<file path="config.mk">
export PLATFORM = sky130hd
export DESIGN_NAME = alu_issue_buffer
export DESIGN_NICKNAME = d
export VERILOG_FILES = /design/src/rtl/alu_pkg.sv /design/src/rtl/alu_op_normalize.sv /design/src/rtl/alu_issue_buffer.sv
export SDC_FILE = /design/constraint.sdc
export NUM_CORES = 1
export LEC_CHECK = 0
export CORE_MARGIN = 2
export CORE_UTILIZATION = 46
export CTS_BUF_LIST = sky130_fd_sc_hd__clkbuf_16
export DETAILED_ROUTE_END_ITERATION = 16
export PLACE_DENSITY = 0.85
export SYNTH_ARGS = -nofsm -noshare
export SYNTH_HDL_FRONTEND = slang
export SYNTH_SLANG_ARGS = --single-unit
</file>
<file path="constraint.sdc">
create_clock -name clk -period 1.8 [get_ports clk]
set_input_delay 0.18 -clock clk [delete_from_list [all_inputs] [get_ports clk]]
set_output_delay 0.18 -clock clk [all_outputs]
set_load 0.01 [all_outputs]
</file>
<file path="src/rtl/alu_pkg.sv">
// alu_pkg: ALU op codes, op-group field values and issue-buffer state encoding
package alu_pkg;
  localparam int OPWIDTH = 6;
  localparam logic [1:0] GRP_SHIFT = 2'b11;
  localparam logic [5:0] OP_ADD = 6'b00_0000;
  localparam logic [5:0] OP_SUB = 6'b00_0001;
  localparam logic [5:0] OP_AND = 6'b01_0000;
  localparam logic [5:0] OP_OR  = 6'b01_0001;
  localparam logic [5:0] OP_XOR = 6'b01_0010;
  localparam logic [5:0] OP_SLL = 6'b11_0000;
  localparam logic [5:0] OP_SRL = 6'b11_0001;
  localparam logic [5:0] OP_SRA = 6'b11_0010;
  localparam logic [5:0] OP_ROL = 6'b11_0011;
  typedef enum logic [1:0] {EMPTY, BUSY, FULL} ibuf_state_e;
endpackage

</file>
<file path="src/rtl/alu_op_normalize.sv">
// alu_op_normalize: detects bitshift ops and clamps the shift amount to log2(WORDSIZE) bits
module alu_op_normalize import alu_pkg::*; #(
  parameter int WORDSIZE = 64
) (
  input  logic [1:0]          i_grp,
  input  logic [WORDSIZE-1:0] i_b,
  output logic [WORDSIZE-1:0] o_b,
  output logic                o_is_shift
);
  localparam int SW = $clog2(WORDSIZE);
  assign o_is_shift = i_grp == GRP_SHIFT;
  assign o_b = o_is_shift ? {{(WORDSIZE-SW){1'b0}}, i_b[SW-1:0]} : i_b;
endmodule

</file>
<file path="src/rtl/alu_issue_buffer.sv">
// alu_issue_buffer: two-entry skid buffer between decode and the ALU; in_ready comes
// straight from the state register so out_ready never reaches decode combinationally.
module alu_issue_buffer #(
  parameter int WORDSIZE = 64,
  parameter int OPWIDTH  = alu_pkg::OPWIDTH,
  parameter int TAGWIDTH = 5
) (
  input  logic                clk,
  input  logic                rst_n,
  input  logic                flush,
  input  logic                in_valid,
  output logic                in_ready,
  input  logic [WORDSIZE-1:0] in_a,
  input  logic [WORDSIZE-1:0] in_b,
  input  logic [OPWIDTH-1:0]  in_op,
  input  logic [TAGWIDTH-1:0] in_rd,
  output logic                out_valid,
  input  logic                out_ready,
  output logic [WORDSIZE-1:0] out_a,
  output logic [WORDSIZE-1:0] out_b,
  output logic [OPWIDTH-1:0]  out_op,
  output logic [TAGWIDTH-1:0] out_rd,
  output logic                out_is_shift
);
  import alu_pkg::*;
  localparam int DW = 2*WORDSIZE + OPWIDTH + TAGWIDTH + 1;
  ibuf_state_e r_state, w_state_nx;
  logic [DW-1:0] r_main, r_skid, w_in;
  logic [WORDSIZE-1:0] w_b_norm;
  logic w_is_shift, w_in_fire, w_out_fire, w_ld_main, w_ld_skid, w_skid_to_main;
  alu_op_normalize #(.WORDSIZE(WORDSIZE)) u_norm (
    .i_grp(in_op[5:4]),
    .i_b(in_b),
    .o_b(w_b_norm),
    .o_is_shift(w_is_shift)
  );
  assign w_in = {in_a, w_b_norm, in_op, in_rd, w_is_shift};
  assign in_ready = r_state != FULL;
  assign out_valid = r_state != EMPTY;
  assign {out_a, out_b, out_op, out_rd, out_is_shift} = r_main;
  assign w_in_fire = in_valid & in_ready;
  assign w_out_fire = out_valid & out_ready;
  always_comb begin
    w_state_nx = r_state;
    w_ld_main = w_in_fire & !flush & (r_state == EMPTY | w_out_fire);
    w_ld_skid = w_in_fire & !flush & r_state == BUSY & !w_out_fire;
    w_skid_to_main = r_state == FULL & w_out_fire;
    if (flush) w_state_nx = EMPTY;
    else if (r_state == EMPTY) w_state_nx = w_in_fire ? BUSY : EMPTY;
    else if (r_state == BUSY) w_state_nx = w_in_fire ? (w_out_fire ? BUSY : FULL) : (w_out_fire ? EMPTY : BUSY);
    else w_state_nx = w_out_fire ? BUSY : FULL;
  end
  always_ff @(posedge clk or negedge rst_n)
    if (!rst_n) r_state <= EMPTY;
    else r_state <= w_state_nx;
  always_ff @(posedge clk or negedge rst_n)
    if (!rst_n) begin
      r_main <= '0;
      r_skid <= '0;
    end else begin
      if (w_ld_main) r_main <= w_in;
      else if (w_skid_to_main) r_main <= r_skid;
      if (w_ld_skid) r_skid <= w_in;
    end
endmodule

</file>
# After elaboration in Yosys (flattened, before gate mapping)
# Cells that the tools add are included.
# W data, S select, Z words.
[word_totals]
regBits = 282
output_inout_bits = 142
wordCells = 30
input_bits = 144
[classes]
n_eq_ne = 4
muxes = 10
reduce_logical = 5
n_bitwise = 8
[op_table]
columns = ["op", "n"]
rows = [
  ["$mux W140", 2],
  ["$mux W64", 1],
  ["$mux W2", 5],
  ["$and A1 B1 Y1", 7],
  ["$eq A2 B2 Y1 const B", 2],
  ["$reduce_bool A2 Y1", 2],
  ["$eq A2 B1 Y1 const B", 1],
  ["$logic_not A1 Y1", 2],
  ["$logic_not A2 Y1", 1],
  ["$mux W1", 2],
  ["$ne A2 B2 Y1 const B", 1],
  ["$or A1 B1 Y1", 1],
]

# Logic depth before layout (Yosys ltp)
# Gate-level depths: netlist (run 1).
[logic_depth]
ltp_word = 7
depth_mapped = 6
mapped_depth_nobuf = 5

# Cells and area by module
# Synthesis (run 1) repeated with hierarchy kept, for this count alone.
[hier_totals]
cells_unflattened = 842
area_unflattened_um2 = 13370.3
[modules_own_cells]
columns = ["mod", "n_inst", "area_each_um2", "cells_each", "seq_area_each_um2"]
rows = [
  ["alu_issue_buffer", 1, 12759.7, 765, 7056.8],
  ["alu_op_normalize", 1, 610.6, 77, 0.0],
]

# Worst setup path after synthesis (run 1)
# Ideal clock, no wire load.
[synth_path]
kind = "register to register"
start = "reg r_state[0]"
end = "reg r_main[100]"
slack_ps = 112
required_ps = 1673
n_path_buf = 1
setup_time_ps = 127
arrival_time_ps = 1561
synth_period_minus_slack_ps = 1688
stages_incl_launch_ff = 5
cell_sequence = "dfrtp_1 nand3b_1 buf_1 mux2_2 mux2_1"
[synth_between]
elab_chain_len = 5
[synth_lines]
columns = ["item", "line", "source"]
rows = [
  ["start: declaration", "alu_issue_buffer.sv:27", "ibuf_state_e r_state, w_state_nx;"],
  ["start signal: assignment", "alu_issue_buffer.sv:55", "else r_state <= w_state_nx;"],
  ["$ne A2 B2 Y1 / $reduce_bool A2 Y1 (equally long branches)", "alu_issue_buffer.sv:38, alu_issue_buffer.sv:39", ""],
  ["$and A1 B1 Y1, on equally long branches", "alu_issue_buffer.sv:41, alu_issue_buffer.sv:42", ""],
  ["$and A1 B1 Y1 / $or A1 B1 Y1 (equally long branches)", "alu_issue_buffer.sv:45", "w_ld_main = w_in_fire & !flush & (r_state == EMPTY | w_out_fire);"],
  ["$and A1 B1 Y1", "alu_issue_buffer.sv:45", ""],
  ["$mux W140 / $reduce_bool A2 Y1 (equally long branches)", "--", ""],
  ["end signal: assignment", "alu_issue_buffer.sv:61", "if (w_ld_main) r_main <= w_in;"],
  ["end signal: assignment", "alu_issue_buffer.sv:62", "else if (w_skid_to_main) r_main <= r_skid;"],
  ["end: declaration", "alu_issue_buffer.sv:28", "logic [DW-1:0] r_main, r_skid, w_in;"],
]
# Several ways; a longest one is shown, not always the timed one.
# A chain may end at the register's enable or synchronous reset.

# Final worst setup path (run 1)
[layout_path]
start = "reg r_state[1]"
end = "out out_valid"
[layout_between]
elab_chain_len = 1
[layout_lines]
columns = ["item", "line", "source"]
rows = [
  ["$reduce_bool A2 Y1", "alu_issue_buffer.sv:39", "assign out_valid = r_state != EMPTY;"],
  ["end: declaration", "alu_issue_buffer.sv:17", "output logic out_valid,"],
]
# Every way passes these cells.

==> results of run 1 <==
## through the flow
| step | instances | util |
|---|---|---|
| detailed placement | 1527 | 0.609 |
| global placement | 1527 | 0.609 |
| global route | 1577 | 0.640 |
| finish | 1577 | 0.640 |
| floorplan | 888 | - |
| CTS | 1577 | 0.640 |
## path summary, 6_finish.rpt
path	to	start	slack, ns	cells past startpoint
worst max-delay path	out_valid	r_state[1]$_DFF_PN0_	0.06	2
worst min-delay path	r_skid[89]$_DFFE_PN0P_	rst_n	0.21	2
worst max register to register	r_skid[39]$_DFFE_PN0P_	r_state[1]$_DFF_PN0_	0.08	5
worst min register to register	r_skid[84]$_DFFE_PN0P_	r_skid[84]$_DFFE_PN0P_	0.50	1
max in group asynchronous	r_main[75]$_DFFE_PN0P_	rst_n	0.92	3
min in group clk	r_main[31]$_DFFE_PN0P_	in_b[19]	0.22	3
## cells by family after synthesis
| group | count (synthesis) |
|---|---|
| muxes | 421 |
| AOI/OAI and AO/OA | 3 |
| DFF | 282 |
| adders and majority gates | 1 |
| buffers and inverters | 112 |
| and+or+nand+nor | 69 |
## final cells by class
cell class | instances | area [µm²] | share of cell area
clock inverter | 20 | 82.6 | 0.00482
inverter | 60 | 225 | 0.0132
tap | 341 | 427 | 0.0249
sequential | 282 | 7060 | 0.412
multi-input combinational | 494 | 4860 | 0.284
clock buffer | 29 | 726 | 0.0424
timing repair buffer | 351 | 3740 | 0.218
## state kept, by name, indices dropped and copies added (netlist names)
signal   count
r_main     140
r_skid     140
r_state      2
## cells in the final DEF, fill, tap and decap left out, types with 2 or more instances in the layout
| cell | n |
|---|---|
| buf_12 | 29 |
| buf_4 | 35 |
| clkbuf_16 | 29 |
| clkdlybuf4s50_1 | 282 |
| clkinv_1 | 7 |
| clkinv_2 | 2 |
| dfrtp_1 | 281 |
| inv_1 | 70 |
| mux2_1 | 5 |
| mux2_2 | 238 |
| mux2i_1 | 178 |
| nand2_1 | 60 |
| nand2b_1 | 2 |
## cell usage after synthesis
master,count,area [µm²]
dfrtp_1,282,7060
mux2_2,238,2680
mux2i_1,178,1780
nand2_1,61,229
inv_1,60,225
buf_2,24,120
buf_4,14,105
clkbuf_1,7,26.3
mux2_1,5,56.3
buf_6,4,45.0
buf_1,2,7.51
nand2b_1,2,12.5
a211oi_1,1,7.51
a21o_1,1,7.51
a31oi_1,1,6.26
and2_1,1,6.26
clkbuf_4,1,7.51
ha_1,1,12.5
nand3b_1,1,7.51
nor2_1,1,3.75
nor2b_1,1,6.26
nor4b_2,1,15.0
or2_1,1,6.26
## metal layers
layer / up-vias / GRT usage / wire length (µm)
li1: 3724 / - / -
met1: 4054 / 0.245 / 11500
met2: 218 / 0.354 / 14300
met3: 58 / 0.0477 / 1740
met4: 0 / 0.0678 / 904
met5: - / 0 / 0
## worst max-delay path, cell delays in order, from the launching register on
cell and delay (ns):
dfrtp_2 0.45, or2_4 0.28, dlygate4sd2_1 0.28
## what timing repair did
| item | in CTS | in global routing |
|---|---|---|
| hold buffers | 1 | 0 |
| buffers inserted | 0 | 0 |
| setup endpoints to repair | 2 | 4 |
| hold endpoints to repair | 60 | 0 |
| resized for setup | 3 | 3 |
## power by group
| part | leakage [nW] | switching (W) | internal [W] | total (W) |
|---|---|---|---|---|
| sequential | 3.37 | 0.00105 | 0.00830 | 0.00934 |
| clock | 0.434 | 0.00234 | 0.00287 | 0.00521 |
| combinational | 4.37 | 0.00224 | 0.00370 | 0.00593 |
==> reports/summary.txt, run 1 <==
Post-Synth Adder-Cell Area = 0.00101
setup violators final = 0
Overall Global Routing Usage = 0.202
worst endpoint data arrival time = 1.56 ns
Synth Area in Simple Gates = 0.0230
HP Class = primary input to async pin
TritonCTS clock tree = yes
Initial DRC Count = 320
Die W = 168 µm
period utilization = 0.964
vias in the first global route = 8912
WHS = 0.208 ns
GRT overflow = 0
status = finished, final reports clean
crit path max fanout = 6
n_diodes = 0
number of fillers in the final layout = 2016
layout net count = 1363
register area share after synthesis = 0.568
Max H-tree Level = 1
Post-route DRC = 0
initial antenna violation count = 0
Setup CP Type = flip-flop to output pin
via count = 8054
Core Footprint = 26700 µm²
drt first pass iters = 4
largest net degree at the start of global routing = 73
global-route wire length before repair = 46300 µm
die height = 168 µm
Slew headroom = 0.558
RD Place Congestion = 0.792
dpl cell area = 16300 µm²
skew final = 0.0211 ns
Rows = 60
Clock Tree Root = clkbuf_16
Distinct cells, synth = 23
Post-DRT Antenna Nets = 0
mux share of post-synthesis cell area = 0.363
share of layout cells above drive strength 1 = 0.276
Synth Instances = 888
final worst setup slack = 0.0646 ns
IO buf count = 285
f_max = 0.576 GHz
overall power = 0.0205 W
CP Data Required Time = 1.62 ns
mapped cell area = 12400 µm²
Layout area overhead = 37.7%
largest family of logic cells by synthesized area = multiplexers
yosys warns = 0
Synth Register Bits = 282
Synth Net Count = 1033
Worst-Skew Late Latency = 0.55 ns
clk sink count = 282
Die ar. = 28400 µm²
Worst-Margin Slew = 0.664 ns
post-synthesis xor/xnor area fraction = 0
Synth Area in Compound Gates = 0.00171
WL/cell = 18.1 µm
cts bufs inserted = 29
RSZ-0062 raised after global routing = true
initial core utilization = 0.465
Final Hold Fails = 0
setup_tns = 0 ns
Critical Path Source Type = flip-flop
max_cap viols = 0
Slew Viols, Final = 0
Clock Pin Slew Worst Setup and Hold Paths = 0.06 ns
post-synthesis area per instance = 14.0 µm²
Layout Cell Area excl Fill = 17100 µm²
Routed WL = 28500 µm
PD cells = 1200 nW/µm²
DP Worst Slack = -0.215 ns
clock tree buffer depth = 3
Via density = 5.11
post-DP HPWL = 19900 µm
Top-Level Pins = 286
Worst setup EP type = output pin
worst vdd ir = 950 µV
Leak = 8.17 nW
Final min period = 1.74 ns
No activity file was read; power rests on OpenSTA's default activity.
==> run 2, diff against run 1 <==
==> constraint.sdc (replaced) <==
create_clock -name clk -period 1.8 [get_ports clk]
set_input_delay 0.45 -clock clk [delete_from_list [all_inputs] [get_ports clk]]
set_output_delay 0.45 -clock clk [all_outputs]
set_load 0.01 [all_outputs]
==> run 2 against run 1 <==
Compared with the run above:
- the flow now finishes with violations (negative setup slack)
- largest cell class unchanged
- critical endpoint is now r_main[41]$_DFFE_PN0P_
- total power shrank 0.55%
- cell count rose by 0.25%
- combinational power is 9.9% lower
- flip-flop and latch count unchanged
- sequential share of layout area rose by 0.059 points
- setup slack lost 0.075 ns
==> reports/summary.txt, run 2 (synthesis results as in run 1) <==
Overall Global Routing Usage = 0.199 (-0.00319)
cts bufs inserted = 29 (unchanged)
HP Class = primary input to async pin
IO buf count = 285 (unchanged)
largest net degree at the start of global routing = 60 (-18%)
failing checks = negative setup slack
Max H-tree Level = 1 (unchanged)
Slew headroom = 0.739 (+0.181)
Post-DRT Antenna Nets = 0 (unchanged)
Clock Tree Root = clkbuf_16
Clock Pin Slew Worst Setup and Hold Paths = 0.06 ns (about the same)
drt first pass iters = 4 (unchanged)
sw frac = 0.278 (+0.00381)
n_diodes = 0 (unchanged)
PD cells = 1190 nW/µm² (-0.43%)
clock share of power = 0.281 (+0.027)
Routed WL = 29000 µm (+1.5%)
Layout Cells excl Fill = 1581 (+0.25%)
Largest regs = r_main: 140 flops, r_skid: 140 flops, r_state: 2 flops
Setup CP Type = flip-flop to flip-flop
TritonCTS clock tree = yes
status = finished, violations left
post-DP HPWL = 20000 µm (+0.39%)
worst vdd ir = 989 µV (+4.1%)
initial core utilization = 0.465 (unchanged)
Final Hold Fails = 0 (unchanged)
Die ar. = 28400 µm² (unchanged)
Slew Viols, Final = 0 (unchanged)
die height = 168 µm (unchanged)
clk sink count = 282 (unchanged)
setup violators final = 2 (+2)
Die W = 168 µm (unchanged)
Util after Layout = 0.640 (-0.000796)
Comb power frac = 0.262 (-0.028)
Worst setup EP type = flip-flop
final worst setup slack = -0.00990 ns (-0.0745 ns)
via count = 8028 (-0.32%)
CP Data Required Time = 2.21 ns (+0.59 ns)
overall power = 0.0204 W (-0.55%)
Top-Level Pins = 286 (unchanged)
Final min period = 1.81 ns (+0.0745 ns)
Worst-Skew Late Latency = 0.53 ns (-0.02 ns)
max_cap viols = 0 (unchanged)
skew final = 0.00998 ns (-0.0111 ns)
Worst-Margin Slew = 0.392 ns (-0.272 ns)
RSZ-0062 raised after global routing = true
RD Place Congestion = 0.774 (-2.3%)
most common cell after layout, fill and taps aside = dfrtp_1
global-route wire length before repair = 45400 µm (-1.9%)
clock tree buffer depth = 3 (unchanged)
Via density = 5.08 (-0.58%)
Rows = 60 (unchanged)
Layout area overhead = 37.5%
Core Footprint = 26700 µm² (unchanged)
share of layout cells above drive strength 1 = 0.291 (+0.0152)
Critical Path Source Type = flip-flop
WL/cell = 18.3 µm (+1.3%)
layout net count = 1365 (+0.15%)
crit path max fanout = 25 (+19)
internal cell power = 0.0147 W (-1.1%)
worst endpoint data arrival time = 2.22 ns (+0.66 ns)
DP Cell Count = 1519 (-0.52%)
initial antenna violation count = 0 (unchanged)
Leak = 8.49 nW (+3.9%)
Net Sw Power = 0.00566 W (+0.83%)
vias in the first global route = 8577 (-3.8%)
f_max = 0.553 GHz (-4.1%)
GRT overflow = 0 (unchanged)
most frequent cells in the layout = 280 x dfrtp_1, 238 x mux2_2, 174 x mux2i_1
period utilization = 1.01 (+0.0414)
Initial DRC Count = 335 (+4.7%)
Post-route DRC = 0 (unchanged)
Seq pwr share = 0.457 (about the same)
==> run 2: layer usage <==
layer / routed length (µm) / part of all wire / track usage / up-vias
met2: 14600 / 0.50 / 0.344 / 220
met4: 1000 / 0.035 / 0.0660 / 0
met1: 11700 / 0.41 / 0.248 / 4008
met5: 0 / 0 / 0 / -
met3: 1640 / 0.057 / 0.0433 / 62
li1: - / - / - / 3738
==> run 2: final timing paths <==
check	cells after the start	endpoint	from	slack, ns
setup reg to reg	6	r_main[41]$_DFFE_PN0P_	r_state[0]$_DFF_PN0_	-0.01
hold / removal	2	r_main[91]$_DFFE_PN0P_	rst_n	0.41
hold reg to reg	1	r_skid[127]$_DFFE_PN0P_	r_skid[127]$_DFFE_PN0P_	0.50
min in group clk	3	r_skid[72]$_DFFE_PN0P_	in_b[60]	0.49
setup / recovery	6	r_main[41]$_DFFE_PN0P_	r_state[0]$_DFF_PN0_	-0.01
max in group asynchronous	3	r_main[72]$_DFFE_PN0P_	rst_n	0.71
==> run 2: power by group through the flow <==
| stage | Sequential, W | Clock (W) | Combinational [W] |
|---|---|---|---|
| after detailed placement | 0.00944 | 0 | 0.00591 |
| after floorplan | 0.00961 | 0 | 0.00255 |
| after CTS | 0.00932 | 0.00588 | 0.00536 |
| after global placement | 0.00932 | 0 | 0.00571 |
| after global routing | 0.00955 | 0.00613 | 0.00579 |
| final | 0.00931 | 0.00572 | 0.00534 |
==> run 2: what timing repair did <==
item	CTS	global route
buffers inserted	3	3
resized for setup	161	11
pin swaps	1	1
hold buffers	1	0
hold endpoints to repair	35	0
endpoints found under the setup margin	143	129
gates cloned	1	3
==> run 2: area by class of cell <==
type | instances | area (µm²)
Inverter | 60 | 225
Clock inverter | 22 | 179
Clock buffer | 29 | 726
Tap cell | 341 | 427
Sequential cell | 282 | 7060
Fill cell | 2060 | 9630
Multi-Input combinational cell | 494 | 4890
Timing Repair Buffer | 353 | 3580
==> run 2: stage by stage <==
stage                     setup WS (ns)  hold WS (ns)  TNS (ns)  cell area, µm²
after global placement           -0.452         0.380   -107.31           16100
after CTS                       -0.0205         0.410   -0.0205           16900
after global routing            -0.0505         0.441     -1.43           17100
after detailed placement         -0.547         0.379   -116.79           16100
after floorplan                 0.00374         0.154         0           12400
final                          -0.00990         0.412   -0.0116           17100
==> run 2: worst max-delay path, cell delays in order (launching register included) <==
cell and delay [ns]:
dfrtp_2 0.42, or2_4 0.27, buf_4 0.14, a21o_4 0.27, buf_12 0.19, buf_12 0.18
mux2i_2 0.16
==> run 3, diff against run 2 <==
--- a/config.mk
+++ b/config.mk
@@ -5,11 +5,14 @@
 export SDC_FILE = /design/constraint.sdc
 export NUM_CORES = 1
 export LEC_CHECK = 0
+export CELL_PAD_IN_SITES_DETAIL_PLACEMENT = 1
+export CELL_PAD_IN_SITES_GLOBAL_PLACEMENT = 1
 export CORE_MARGIN = 2
-export CORE_UTILIZATION = 46
+export CORE_UTILIZATION = 37
 export CTS_BUF_LIST = sky130_fd_sc_hd__clkbuf_16
 export DETAILED_ROUTE_END_ITERATION = 16
-export PLACE_DENSITY = 0.85
+export PLACE_DENSITY = 0.77
+export SKIP_LAST_GASP = 1
 export SYNTH_ARGS = -nofsm -noshare
 export SYNTH_HDL_FRONTEND = slang
 export SYNTH_SLANG_ARGS = --single-unit
==> run 3 against run 2 <==
Compared with the run above:
- maximum frequency is 0.41% lower
- critical path depth is 3 lower
- largest power group unchanged
- total power is 2.1% higher
- cell area is 2.8% higher
- register-to-register slack hardly changed
- the flow still finishes with violations (negative setup slack)
- flip-flop and latch count stayed put
- wire length is 16% higher
- die area is 24% higher
- worst hold slack worse by 0.030 ns
==> reports/summary.txt, run 3 (synthesis results as in run 1) <==
status = finished, violations left
f_max = 0.550 GHz (-0.41%)
Max H-tree Level = 1 (unchanged)
Util after Layout = 0.528 (-0.111)
Post-DRT Antenna Nets = 0 (unchanged)
failing checks = negative setup slack
DP Worst Slack = -0.493 ns (+0.0532 ns)
Final Hold Fails = 0 (unchanged)
global-route wire length before repair = 52100 µm (+15%)
Routed WL = 33600 µm (+16%)
Largest regs = r_main: 140 flops, r_skid: 140 flops, r_state: 2 flops
worst vdd ir = 750 µV (-24%)
Clock Pin Slew Worst Setup and Hold Paths = 0.06 ns (about the same)
routing usage on met3 = 0.0448 (+0.00159)
largest net degree at the start of global routing = 55 (-8.3%)
setup_tns = -0.124 ns (-0.112 ns)
Die ar. = 35100 µm² (+24%)
setup violators final = 13 (+11)
crit path max fanout = 3 (-88%)
Clock Tree Root = clkbuf_16
drt first pass iters = 4 (unchanged)
Setup CP Type = flip-flop to output pin
Slew Viols, Final = 0 (unchanged)
Die W = 187 µm (+11%)
most frequent cells in the layout = 281 x dfrtp_1, 238 x mux2_2, 171 x mux2i_1
IO buf count = 285 (unchanged)
max_cap viols = 0 (unchanged)
Post-route DRC = 0 (unchanged)
layout net count = 1374 (+0.66%)
Worst-Skew Late Latency = 0.56 ns (+0.03 ns)
cts bufs inserted = 31 (+6.9%)
clk sink count = 282 (unchanged)
RSZ-0062 raised after global routing = true
HP Class = primary input to async pin
initial antenna violation count = 3 (+3)
Final min period = 1.82 ns (+0.00747 ns)
GRT overflow = 0 (unchanged)
Core Footprint = 33300 µm² (+25%)
Worst-Margin Slew = 0.380 ns (-0.0118 ns)
Worst setup EP type = output pin
Leak = 8.61 nW (+1.5%)
Via density = 4.82 (-5.1%)
met2 GRT Util = 0.332 (-0.0120)
RD Place Congestion = 0.767 (-0.93%)
dpl cell area = 16300 µm² (+1.0%)
die height = 187 µm (+11%)
initial core utilization = 0.374 (-0.0916)
share of layout cells above drive strength 1 = 0.298 (+0.00735)
period utilization = 1.01 (+0.00415)
TritonCTS clock tree = yes
skew final = 0.0124 ns (+0.00238 ns)
overall power = 0.0208 W (+2.1%)
final worst setup slack = -0.0174 ns (-0.00747 ns)
worst endpoint data arrival time = 1.37 ns (-0.85 ns)
Layout area overhead = 41.4%
post-DP HPWL = 22400 µm (+12%)
Top-Level Pins = 286 (unchanged)
Top Usage Layer GRT = met2
Critical Path Source Type = flip-flop
vias in the first global route = 9285 (+8.3%)
CP Data Required Time = 1.35 ns (-0.86 ns)
most common cell after layout, fill and taps aside = dfrtp_1
met1 usage = 0.223 (-0.0245)
via count = 8206 (+2.2%)
Slew headroom = 0.747 (+0.00786)
Overall Global Routing Usage = 0.185 (-0.0134)
Initial DRC Count = 207 (-38%)
PD cells = 1180 nW/µm² (-0.71%)
Layout Cell Area excl Fill = 17600 µm² (+2.8%)
Rows = 67 (+12%)
WL/cell = 19.7 µm (+7.6%)
clock tree buffer depth = 3 (unchanged)
run 3: changes by cell type in the layout (fill, tap and decap cells not counted), sizes merged:
cell | previous run | this run
inv | 68 | 67
buf | 67 | 64
bufinv | 3 | 2
clkbuf | 32 | 44
dlygate4sd2 | 141 | 140
clkdlybuf4s50 | 141 | 142
clkinv | 10 | 16
diode | 0 | 2
run 3: worst max-delay path: stages, from the launching register on:
cell and delay, ns:
dfrtp_1 0.40, buf_6 0.13, nand2b_1 0.14, buf_2 0.14
run 3: cell type report:
type                            count  area [µm²]
Fill cell                        3367       15700
Sequential cell                   282        7060
Multi-Input combinational cell    494        4910
Timing Repair Buffer              360        3860
Clock buffer                       31         776
Tap cell                          448         561
Inverter                           60         225
Clock inverter                     26         179
Antenna cell                        2        5.00
run 3: what timing repair did:
action,CTS,global route
gates resized for setup,149,26
endpoints found under the setup margin,143,156
gates cloned,1,13
pin swaps,0,1
hold buffers,1,0
setup buffers,2,3
endpoints found under the hold margin,28,0
run 3: routing by layer:
metal  up-vias  routed length (µm)
met2       191               17400
met4         2                 586
met1      4221               13700
li1       3751                   -
met5         -                  10
met3        41                1840
run 3: path summary, 6_finish.rpt:
kind | start | endpoint | slack (ns) | cells past startpoint
setup reg to reg | r_state[0]$_DFF_PN0_ | r_main[76]$_DFFE_PN0P_ | -0.02 | 6
hold reg to reg | r_skid[135]$_DFFE_PN0P_ | r_skid[135]$_DFFE_PN0P_ | 0.50 | 1
hold / removal | rst_n | r_main[64]$_DFFE_PN0P_ | 0.38 | 2
max in group asynchronous | rst_n | r_main[85]$_DFFE_PN0P_ | 0.79 | 3
min in group clk | in_b[24] | r_main[36]$_DFFE_PN0P_ | 0.47 | 3
setup / recovery | r_state[0]$_DFF_PN0_ | in_ready | -0.02 | 3
run 3: metrics by stage:
step           hold slack [ns]  std cells
2_1_floorplan            0.154        888
3_3_place_gp             0.377       1624
3_5_place_dp             0.373       1624
4_1_cts                  0.381       1685
5_1_grt                  0.402       1703
6_report                 0.382       1703
run 3: power breakdown:
group | switching, W | internal [W]
combinational | 0.00236 | 0.00312
sequential | 0.00105 | 0.00829
clock | 0.00258 | 0.00340
